===== src/rtl/fc_pkg.sv =====
// Shared types and width helpers for the fully-connected activation loader.
// Holds the loader state encoding and the layer result width rule.
package fc_pkg;

    typedef enum logic [1:0] {
        FILL = 2'd0,
        HOLD = 2'd1,
        OUT  = 2'd2
    } fc_state_e;

    // Two activations multiplied, summed over the full fan-in.
    function automatic int zw_width(input int width, input int fan_in);
        return width * 2 + $clog2(fan_in);
    endfunction

    function automatic int idx_width(input int fan_in);
        return (fan_in > 1) ? $clog2(fan_in) : 1;
    endfunction

endpackage


===== src/rtl/fc_act_bank.sv =====
// Activation register bank: one write port plus a whole-bank synchronous clear.
// The bank is the only storage for x, so it is all-zero whenever a frame starts.
module fc_act_bank
    import fc_pkg::*;
#(
    parameter int WIDTH = 8,
    parameter int IN    = 128,
    localparam int IW   = idx_width(IN)
) (
    input  logic             clk,
    input  logic             rst_n,
    input  logic             wr_en_i,
    input  logic [IW-1:0]    wr_idx_i,
    input  logic [WIDTH-1:0] wr_data_i,
    input  logic             clr_i,
    output logic [WIDTH-1:0] x_o [IN]
);

    logic [WIDTH-1:0] bank_q [IN];

    // Clear wins over a write so a frame never leaks into the next one.
    always_ff @(posedge clk or negedge rst_n) begin
        if (!rst_n) begin
            for (int i = 0; i < IN; i++) begin
                bank_q[i] <= '0;
            end
        end else if (clr_i) begin
            for (int i = 0; i < IN; i++) begin
                bank_q[i] <= '0;
            end
        end else if (wr_en_i && (int'(wr_idx_i) < IN)) begin
            bank_q[wr_idx_i] <= wr_data_i;
        end
    end

    assign x_o = bank_q;

endmodule


===== src/rtl/fc_act_loader.sv =====
// Streams a frame of activations into a bank, holds it stable while the layer
// settles, then captures the layer result and offers it on a valid/ready port.
module fc_act_loader
    import fc_pkg::*;
#(
    parameter int WIDTH  = 8,
    parameter int IN     = 128,
    parameter int SETTLE = 2,
    localparam int ZW    = zw_width(WIDTH, IN),
    localparam int IW    = idx_width(IN)
) (
    input  logic             clk,
    input  logic             rst_n,
    input  logic             in_valid,
    output logic             in_ready,
    input  logic [WIDTH-1:0] in_data,
    input  logic             in_last,
    output logic [WIDTH-1:0] x [IN],
    input  logic [ZW-1:0]    z_in,
    output logic             out_valid,
    input  logic             out_ready,
    output logic [ZW-1:0]    out_data,
    output logic             busy
);

    fc_state_e     state_q, state_d;
    logic [IW-1:0] idx_q, idx_d;
    logic [3:0]    cnt_q, cnt_d;
    logic [ZW-1:0] out_data_q, out_data_d;
    logic          wr_en;
    logic          clr;
    logic          beat;
    logic          frame_end;

    assign beat      = in_valid && (state_q == FILL);
    assign frame_end = in_last || (idx_q == IW'(IN - 1));

    always_ff @(posedge clk or negedge rst_n) begin
        if (!rst_n) begin
            state_q    <= FILL;
            idx_q      <= '0;
            cnt_q      <= '0;
            out_data_q <= '0;
        end else begin
            state_q    <= state_d;
            idx_q      <= idx_d;
            cnt_q      <= cnt_d;
            out_data_q <= out_data_d;
        end
    end

    // The settle counter starts at zero on the final beat, so the capture
    // edge lands exactly SETTLE edges after that beat.
    always_comb begin
        state_d    = state_q;
        idx_d      = idx_q;
        cnt_d      = cnt_q;
        out_data_d = out_data_q;
        wr_en      = 1'b0;
        clr        = 1'b0;
        unique case (state_q)
            FILL: begin
                if (beat) begin
                    wr_en = 1'b1;
                    if (frame_end) begin
                        state_d = HOLD;
                        cnt_d   = '0;
                    end else begin
                        idx_d = idx_q + 1'b1;
                    end
                end
            end
            HOLD: begin
                if (cnt_q == 4'(SETTLE - 1)) begin
                    state_d    = OUT;
                    out_data_d = z_in;
                end else begin
                    cnt_d = cnt_q + 1'b1;
                end
            end
            OUT: begin
                if (out_ready) begin
                    state_d = FILL;
                    idx_d   = '0;
                    clr     = 1'b1;
                end
            end
            default: begin
                state_d = FILL;
            end
        endcase
    end

    fc_act_bank #(
        .WIDTH (WIDTH),
        .IN    (IN)
    ) u_bank (
        .clk       (clk),
        .rst_n     (rst_n),
        .wr_en_i   (wr_en),
        .wr_idx_i  (idx_q),
        .wr_data_i (in_data),
        .clr_i     (clr),
        .x_o       (x)
    );

    // in_ready stays low while reset is held so no beat is offered early.
    assign in_ready  = (state_q == FILL) && rst_n;
    assign out_valid = (state_q == OUT);
    assign out_data  = out_data_q;
    assign busy      = (state_q != FILL);

endmodule


===== config.mk =====
export PLATFORM = sky130hd
export DESIGN_NAME = fc_act_loader
export DESIGN_NICKNAME = d
export VERILOG_FILES = /design/src/rtl/fc_pkg.sv /design/src/rtl/fc_act_bank.sv /design/src/rtl/fc_act_loader.sv
export SDC_FILE = /design/constraint.sdc
export NUM_CORES = 1
export LEC_CHECK = 0
export ABC_AREA = 1
export CAP_MARGIN = 20
export CELL_PAD_IN_SITES_DETAIL_PLACEMENT = 1
export CELL_PAD_IN_SITES_GLOBAL_PLACEMENT = 1
export CORE_AREA = 2 2 425 427
export DETAILED_ROUTE_END_ITERATION = 6
export DIE_AREA = 0 0 427 429
export PLACE_DENSITY_LB_ADDON = 0.08
export SLEW_MARGIN = 10
export SYNTH_ARGS = -nofsm -noshare
export SYNTH_HDL_FRONTEND = slang
export SYNTH_HIERARCHICAL = 1
export SYNTH_SLANG_ARGS = --single-unit

===== constraint.sdc =====
create_clock -name clk -period 3.3 [get_ports clk]
set_input_delay 0.99 -clock clk [delete_from_list [all_inputs] [get_ports clk]]
set_output_delay 0.99 -clock clk [all_outputs]
set_load 0.05 [all_outputs]

==> run summary, run 1 <==
TritonCTS built the clock tree. The tools report the post-route setup TNS as 0 ns. The library cell used most frequently in the layout, excluding fill and tap cells, is sky130_fd_sc_hd__nand3_1. The fraction of synthesis flops using an asynchronous set or reset pin is 1.00, and the number of port buffers is 1085. The number of vias in the routed layout was 41100. The initial cell density of the core was 0.245. After detailed placement, the design holds a cell count of 8290. The top-area cell type share of the netlist area was 0.609. Walking the worst path, the cells encountered are clkdlybuf4s50_1.

After the first detailed-routing iteration, the DRC count stood at 2890. The half-perimeter wire length of the detailed placement result came out at 160 mm. Of all nets on the critical path, the largest fanout is 2. The filler cell count in the final layout was 20400. The first global-routing pass estimated 330 mm of wire. For the number of rows in the core area, the log shows 155. After floorplanning, the core was sized to cover 178000 um^2. The area share of and/or/nand/nor cells after synthesis is 0.341, and the sum of buffers and inverters on the critical path is 1. Critical path data required time: 2.31 ns. Summed over all instances, the cell type with the most area after synthesis is sky130_fd_sc_hd__dfrtp_1. For this run, the leading register cell type out of synthesis is sky130_fd_sc_hd__dfrtp_1. Post-CTS repair timing setup buffer count: 0. Die boundary width: 427 um. The post-synthesis compound-gate area fraction is 0.00388, and the synthesized area per cell is 8.78 um^2. The tools report the overall power of the completed layout as 39.4 mW. The tools report the type of destination of the critical path as an output pin.

Cell type of the slowest stage on the worst timing path: sky130_fd_sc_hd__clkdlybuf4s50_1. The buffer depth of the longest clock path is 3, and the power per standard cell area is 621 nW/um^2. For the number of iterations in the first detailed-routing pass, the log shows 5.

The startpoint type of the worst setup path was a register. The xor and xnor area share after synthesis is 0.000804. 1086 I/O pins were placed. Derived from the worst setup path, the maximum achievable clock frequency is 317 MHz.

The startpoint identified for the worst register-to-register timing path is idx_q[4]$_DFFE_PN0P_. Across the routed clock network, the largest skew measured is 0.0349 ns. During synthesis, Yosys emitted a total of 6 warnings.

The share of the yosys chip area belonging to registers is 0.609, and the maximum cell stage delay along the critical path is 0.95 ns. After clock tree synthesis, the clock-pin slew on the worst setup and hold paths is 0.06 ns. The H-tree depth reported by CTS is 4, and the total stage count of the critical path is 1. The tool flagged a number of max-cap violations equal to 0. Summing every instance area after synthesis gives 43600 um^2.

The final standard cell count with taps included and fillers excluded was 8533. Clock latency on the worst-skew pair, taken at its later pin, is 0.80 ns. The run gives 1060 as the number of clock sinks. The cell sitting at the root of the clock tree is a sky130_fd_sc_hd__clkbuf_16. The number of nets handed over by synthesis was 5001. The arrival time of the worst setup path is 2.17 ns. TritonCTS created 136 clock buffers. By startpoint and endpoint, the worst setup path is classified as register to output pin. The part of the cycle the worst path needs works out to 0.956. Yosys mapped the design onto 26 distinct sky130hd cell types. The routed design could run at a clock period as short as 3.16 ns. In the layout the commonest cells are sky130_fd_sc_hd__nand3_1, sky130_fd_sc_hd__nand2_1, sky130_fd_sc_hd__clkdlybuf4s50_1. The share of cell area taken by muxes after synthesis was 0.

Once placement finished, the instance area stood at 59100 um^2. After synthesis the netlist holds a flip-flop and latch count of 1060. The number of failing hold endpoints at the final stage is 0, and the number of global-route vias before repair is 42300. The average wire length per cell after detail routing was 27.2 um. The final layout contains routed wiring with a total length of 232 mm. The run gives 9 as the number of antenna violations at the first check in global routing.

Setup repair after global routing left no endpoint under its margin. Using the TritonRoute via totals, the vias-per-cell ratio works out to 4.82. Compared with the post-synthesis result, the final layout area differs by 45.6%. The run gives 0.810 as the routability congestion estimate. After synthesis, the largest family of logic cells by area is simple AND/OR/NAND/NOR gates. After synthesis, the cell types taking the most area are sky130_fd_sc_hd__dfrtp_1, sky130_fd_sc_hd__nand3_1, sky130_fd_sc_hd__nand2_1. The number of cells on the worst reg-to-reg path is 7. The die boundary height was 429 um; the remaining design rule violation count was 0. The post-route cell area was 63500 um^2; the transition time at the pin with the least slew margin was 0.959 ns. In this run, synthesis inferred 0 flip-flops with an integrated enable.

The area share of fa/ha/maj cells after synthesis is 0.000861. Counting every instance in the synthesized netlist gives 4962. The kind of cell with the highest combined delay along the critical path is buffers and inverters. The overall track demand over capacity in global routing came out at 0.248. The fraction of layout cells with a size suffix above 1 was 0.0849.

VDD sags by at most 0.000466 V. In this run the worst hold path is classified as primary input to async pin. For this design the static power due to leakage is 31.8 nW. The final net count was 6112. Setup violations remaining at the end of the flow were counted as 0. For the worst-case headroom to the max-slew limit, the log shows 0.360. In this run the remaining antenna-violating nets after routing total 0. The run finished with clean final reports. The run gives 0 as the count of pins over their slew limit. The maximum number of pins on one net before global-route repair is 147. The die covers 183000 um^2.

The total congestion overflow after global routing was 0. The beginning of the critical path was u_bank/x_o[257]$_DFFE_PN0P_.
cell usage after synthesis (2+ instances only):
cell type                  count
sky130_fd_sc_hd__o21ai_2       2
sky130_fd_sc_hd__nor2_1       66
sky130_fd_sc_hd__ha_1          3
sky130_fd_sc_hd__nand2_1    1607
sky130_fd_sc_hd__a21oi_1       2
sky130_fd_sc_hd__nand3_1    1686
sky130_fd_sc_hd__nor2_4        2
sky130_fd_sc_hd__buf_1       109
sky130_fd_sc_hd__o21ai_1      14
sky130_fd_sc_hd__buf_2        78
sky130_fd_sc_hd__buf_6         4
sky130_fd_sc_hd__inv_1        98
sky130_fd_sc_hd__inv_2         4
sky130_fd_sc_hd__clkbuf_1    188
sky130_fd_sc_hd__clkinv_1      6
sky130_fd_sc_hd__xor2_1        3
sky130_fd_sc_hd__dfrtp_1    1060
sky130_fd_sc_hd__nor2_2        6
sky130_fd_sc_hd__nand2_2       7
sky130_fd_sc_hd__o21ai_0      11
kinds of logic (layout without fill, tap and decap cells):
group | Yosys count | in the layout
buffers and inverters | 488 | 1700
DFF | 1060 | 1060
other | 0 | 4
xor gates and xnor gates | 4 | 4
AOI/OAI and AO/OA | 30 | 30
and+or+nand+nor | 3377 | 3377
adders and majority gates | 3 | 3
power by group:
part           internal, mW  switching [mW]
Clock                  8.70            6.09
Sequential             13.8           0.677
Combinational          2.68            7.48
area by class of cell:
cell class,instances,area [um^2],share of cell area
clock buffer,217,4170,0.0656
multi-input combinational,3414,15300,0.241
tap,2355,2950,0.0464
timing repair buffer,1353,13900,0.219
inverter,108,413,0.00651
clock inverter,22,191,0.00302
sequential,1060,26500,0.418
antenna,4,10.0,0.000158
through the flow:
stage | utilization | setup WS [ns] | hold slack (ns)
2_1_floorplan | - | 0.642 | 0.485
3_3_place_gp | 0.332 | -0.0153 | 0.471
3_5_place_dp | 0.332 | -0.0155 | 0.477
4_1_cts | 0.356 | 0.0435 | 0.239
5_1_grt | 0.356 | 0.0709 | 0.262
6_report | 0.356 | 0.144 | 0.293
registers in the layout (all words and copies together) (netlist names):
signal	flops
u_bank/x_o	1024
out_data	23
idx_q	7
cnt_q	4
state_q	2
timing repair:
item                       CTS  global route
gates resized for setup      1             0
hold buffers                 0             0
setup endpoints to repair    1             0
per-layer routing:
metal / vias up / GRT usage / wire length, um
met3: 253 / 0.0560 / 12100
li1: 18600 / - / -
met1: 21200 / 0.310 / 97200
met5: - / 0 / 0
met2: 989 / 0.415 / 114000
met4: 0 / 0.0941 / 8670
path summary, 6_finish.rpt:
check / slack [ns] / endpoint
max: 0.14 / x[257]
min: 0.29 / u_bank/x_o[35]$_DFFE_PN0P_
max reg2reg: 0.36 / u_bank/x_o[219]$_DFFE_PN0P_
min reg2reg: 0.49 / out_data[9]$_DFFE_PN0P_
min in group clk: 0.49 / out_data[9]$_DFFE_PN0P_
max in group asynchronous: 1.69 / u_bank/x_o[420]$_DFFE_PN0P_
No activity file was read; power rests on OpenSTA's default activity.
==> run 2, diff against run 1 <==
--- a/config.mk
+++ b/config.mk
@@ -9,9 +9,9 @@
 export CAP_MARGIN = 20
 export CELL_PAD_IN_SITES_DETAIL_PLACEMENT = 1
 export CELL_PAD_IN_SITES_GLOBAL_PLACEMENT = 1
-export CORE_AREA = 2 2 425 427
+export CORE_AREA = 2 2 422 424
 export DETAILED_ROUTE_END_ITERATION = 6
-export DIE_AREA = 0 0 427 429
+export DIE_AREA = 0 0 424 426
 export PLACE_DENSITY_LB_ADDON = 0.08
 export SLEW_MARGIN = 10
 export SYNTH_ARGS = -nofsm -noshare
==> run 2 against run 1 <==
Compared with the run above:
- register-to-register slack improved by 0.28 ns
- maximum frequency shrank 0.47%
- worst setup slack got worse by 0.015 ns
- wire length down 0.93%
- sequential cell count unchanged
- cell area decreased by 0.58%
- critical endpoint is now x[262]
- highest routed layer unchanged
==> run summary, run 2 (synthesis gave the netlist of run 1 again) <==
Most common cell after layout, fill and taps aside: sky130_fd_sc_hd__nand3_1. The logs give 176000 um^2 (-1.3%) for the core box area and 31.6 nW (-0.79%) for the leakage component of the power. The internal power consumption is 25.0 mW (-0.79%), and the worst-case headroom to the max-slew limit is 0.346 (-0.0145). The run gives 13 (+4) as the number of antenna violations at the first check in global routing. The total die area was 181000 um^2 (-1.4%).

The worst hold slack across all endpoints is 0.282 ns (-0.0111 ns). Core occupancy in the finished layout: 0.359 (+0.00259). For the overall track demand over capacity in global routing, the log shows 0.249 (+0.000879). The logs give 0.000481 V (+3.1%) for the worst IR drop on VDD and 0 (unchanged) for the hold buffer count at CTS. For the clock insertion delay at the later pin of the skew report, the log shows 0.79 ns (about the same). The signal on the critical path passes through clkdlybuf4s50_1. The switching part of the total power was 0.362 (+0.000363); the initial cell density of the core was 0.248 (+0.00321). The post-route setup TNS is 0 ns (unchanged).

The combinational group share of total power is 0.257 (about the same). The tools report the startpoint type of the worst setup path as a register. The largest fanout on the critical path is 2 (unchanged), and the number of rows in the core area is 154 (-0.65%).

The power per standard cell area is 620 nW/um^2 (-0.16%). The post-CTS repair timing setup buffer count is 0 (unchanged). The classification of the worst-slack hold path was primary input to async pin.

Routed wire length: 230 mm (-0.93%). The total congestion overflow after global routing is 0 (unchanged). Among all stages on the critical path, the largest delay is contributed by sky130_fd_sc_hd__clkdlybuf4s50_1.

The number of failing hold endpoints at the final stage is 0 (unchanged), and the final setup violation count is 0 (unchanged). The remaining design rule violation count was 0 (unchanged); the maximum number of pins on one net before global-route repair was 109 (-26%). Compared with the post-synthesis result, the final layout area differs by 44.8%. Among cell families on the critical path, the largest total delay comes from buffers and inverters. The maximum clock frequency is 315 MHz (-0.47%), and the number of clock sinks is 1060 (unchanged). The average wire length per cell after detail routing was 27.1 um (-0.31%); the flip-flop count of the largest register after layout was 1024 (unchanged). Maximum cell stage delay along the critical path: 0.91 ns (-0.04 ns). The critical path data required time was 2.31 ns (about the same); the buffer depth of the longest clock path was 3 (unchanged). The number of iterations in the first detailed-routing pass was 5 (unchanged). For the sequential share of power, the log shows 0.368 (about the same). The minimum period implied by the final worst setup slack is 3.17 ns (+0.0150 ns). The number of port buffers is 1085 (unchanged), and the half-perimeter wire length of the detailed placement result is 158 mm (-0.81%). The initial detailed-routing violation count came out at 2733 (-5.4%).

The logs give 8237 (-0.64%) for the number of placed cells counting well taps and 136 (unchanged) for the number of buffers created by CTS. The remaining antenna violation count after routing came out at 0 (unchanged). The logs give 20000 (-1.7%) for the filler cell count in the final layout and 4 (unchanged) for the H-tree depth reported by CTS. Clock network fraction of total power: 0.375 (about the same). The CTS clock-pin slew for the worst setup and hold paths came out at 0.06 ns (about the same). The first-pass GRT wire length is 328 mm (-0.56%), and the die boundary width is 424 um (-0.70%). The flow ran to the end, and the final reports show no timing, DRC or antenna violations. In the layout the commonest cells are sky130_fd_sc_hd__nand3_1, sky130_fd_sc_hd__nand2_1, sky130_fd_sc_hd__clkdlybuf4s50_1. The run gives 42100 (-0.37%) as the number of global-route vias before repair.

The kind of critical path was register to output pin. TritonCTS built the clock tree. The die boundary height is 426 um (-0.70%), and the number of max-capacitance violations reported is 0 (unchanged). The arrival time of the worst setup path was 2.18 ns (about the same); the detailed-route vias per instance was 4.84 (+0.44%). The placement-stage worst setup slack was 0.186 ns (+0.202 ns). Master cell of the clock root buffer: sky130_fd_sc_hd__clkbuf_16. Setup repair after global routing left no endpoint under its margin. The number of vias in the routed layout is 41000 (-0.19%). The setup clock skew after layout is 0.0264 ns (-0.00852 ns). The worst setup path is captured at an output pin. The final standard cell count with taps included and fillers excluded is 8480 (-0.62%), and the routability congestion estimate is 0.828 (+2.2%). Transition time at the pin with the least slew margin: 0.977 ns (+0.0181 ns). Sum of buffers and inverters on the critical path: 1 (unchanged). The fraction of layout cells with a size suffix above 1 came out at 0.0781 (-0.00676). The final net count came out at 6074 (-0.62%).

The logs give 3 (+2) for the post-cts resize count and 0.129 ns (-0.0150 ns) for the post-layout worst setup margin. The reg2reg setup slack is 0.64 ns (+0.28 ns), and the part of the cycle the worst path needs is 0.961 (+0.00455). For the top-level I/O count, the log shows 1086 (unchanged). For the count of pins over their slew limit, the log shows 0 (unchanged). The switching power of the nets is 14.2 mW (-0.63%).
-- run 2: changes by cell type in the layout (fill, tap and decap cells not counted), moves of 2 or more --
cell / previous run / this run
sky130_fd_sc_hd__clkbuf_8: 33 / 31
sky130_fd_sc_hd__diode_2: 4 / 8
sky130_fd_sc_hd__dlygate4sd2_1: 1 / 3
sky130_fd_sc_hd__clkinv_2: 12 / 8
sky130_fd_sc_hd__buf_4: 191 / 152
sky130_fd_sc_hd__clkinvlp_4: 0 / 2
sky130_fd_sc_hd__clkinv_4: 0 / 2
sky130_fd_sc_hd__buf_12: 85 / 83
sky130_fd_sc_hd__clkbuf_16: 142 / 139
-- run 2: through the flow --
step	area [um^2]	power [mW]
5_1_grt	63100	40.7
3_3_place_gp	58800	24.8
3_5_place_dp	58800	24.8
2_1_floorplan	43600	19.9
6_report	63100	39.1
4_1_cts	63100	39.7
-- run 2: metal layers --
metal | track usage | vias up | routed length (um)
met1 | 0.309 | 21200 | 95500
met2 | 0.420 | 1024 | 114000
met4 | 0.0925 | 0 | 7840
met3 | 0.0574 | 252 | 12500
li1 | - | 18600 | -
met5 | 0 | - | 0
-- run 2: power groups by stage --
| stage | Clock, mW | Combinational (mW) | Sequential (mW) |
|---|---|---|---|
| after global routing | 15.6 | 10.6 | 14.5 |
| after floorplan | 0 | 2.81 | 17.1 |
| after CTS | 15.1 | 10.2 | 14.4 |
| after global placement | 0 | 10.2 | 14.6 |
| final | 14.7 | 10.1 | 14.4 |
| after detailed placement | 0 | 10.2 | 14.6 |
-- run 2: worst reg2reg max path, delay by kind of cell, from the launching register on --
| family | cells | cell delay (ns) |
|---|---|---|
| buffers and inverters | 1 | 0.34 |
| and+or+nand+nor | 5 | 1.69 |
| DFF | 1 | 0.54 |
-- run 2: area by class of cell --
type                    instances  area (um^2)  share of cell area
flip-flops and latches       1060        26500               0.420
multi-input cells            3414        15300               0.242
repair buffers               1315        13600               0.216
clock buffers                 212         4060              0.0644
well taps                    2340         2930              0.0464
inverters                     108          413             0.00654
clock inverters                23          241             0.00383
diodes                          8         20.0            0.000317
-- run 2: path summary, 6_finish.rpt --
kind | cells past startpoint | start | to
max | 1 | u_bank/x_o[262]$_DFFE_PN0P_ | x[262]
min | 2 | rst_n | u_bank/x_o[134]$_DFFE_PN0P_
max reg2reg | 6 | idx_q[3]$_DFFE_PN0P_ | u_bank/x_o[161]$_DFFE_PN0P_
min reg2reg | 2 | out_data[21]$_DFFE_PN0P_ | out_data[21]$_DFFE_PN0P_
max in group asynchronous | 3 | rst_n | u_bank/x_o[271]$_DFFE_PN0P_
min in group clk | 2 | out_data[21]$_DFFE_PN0P_ | out_data[21]$_DFFE_PN0P_
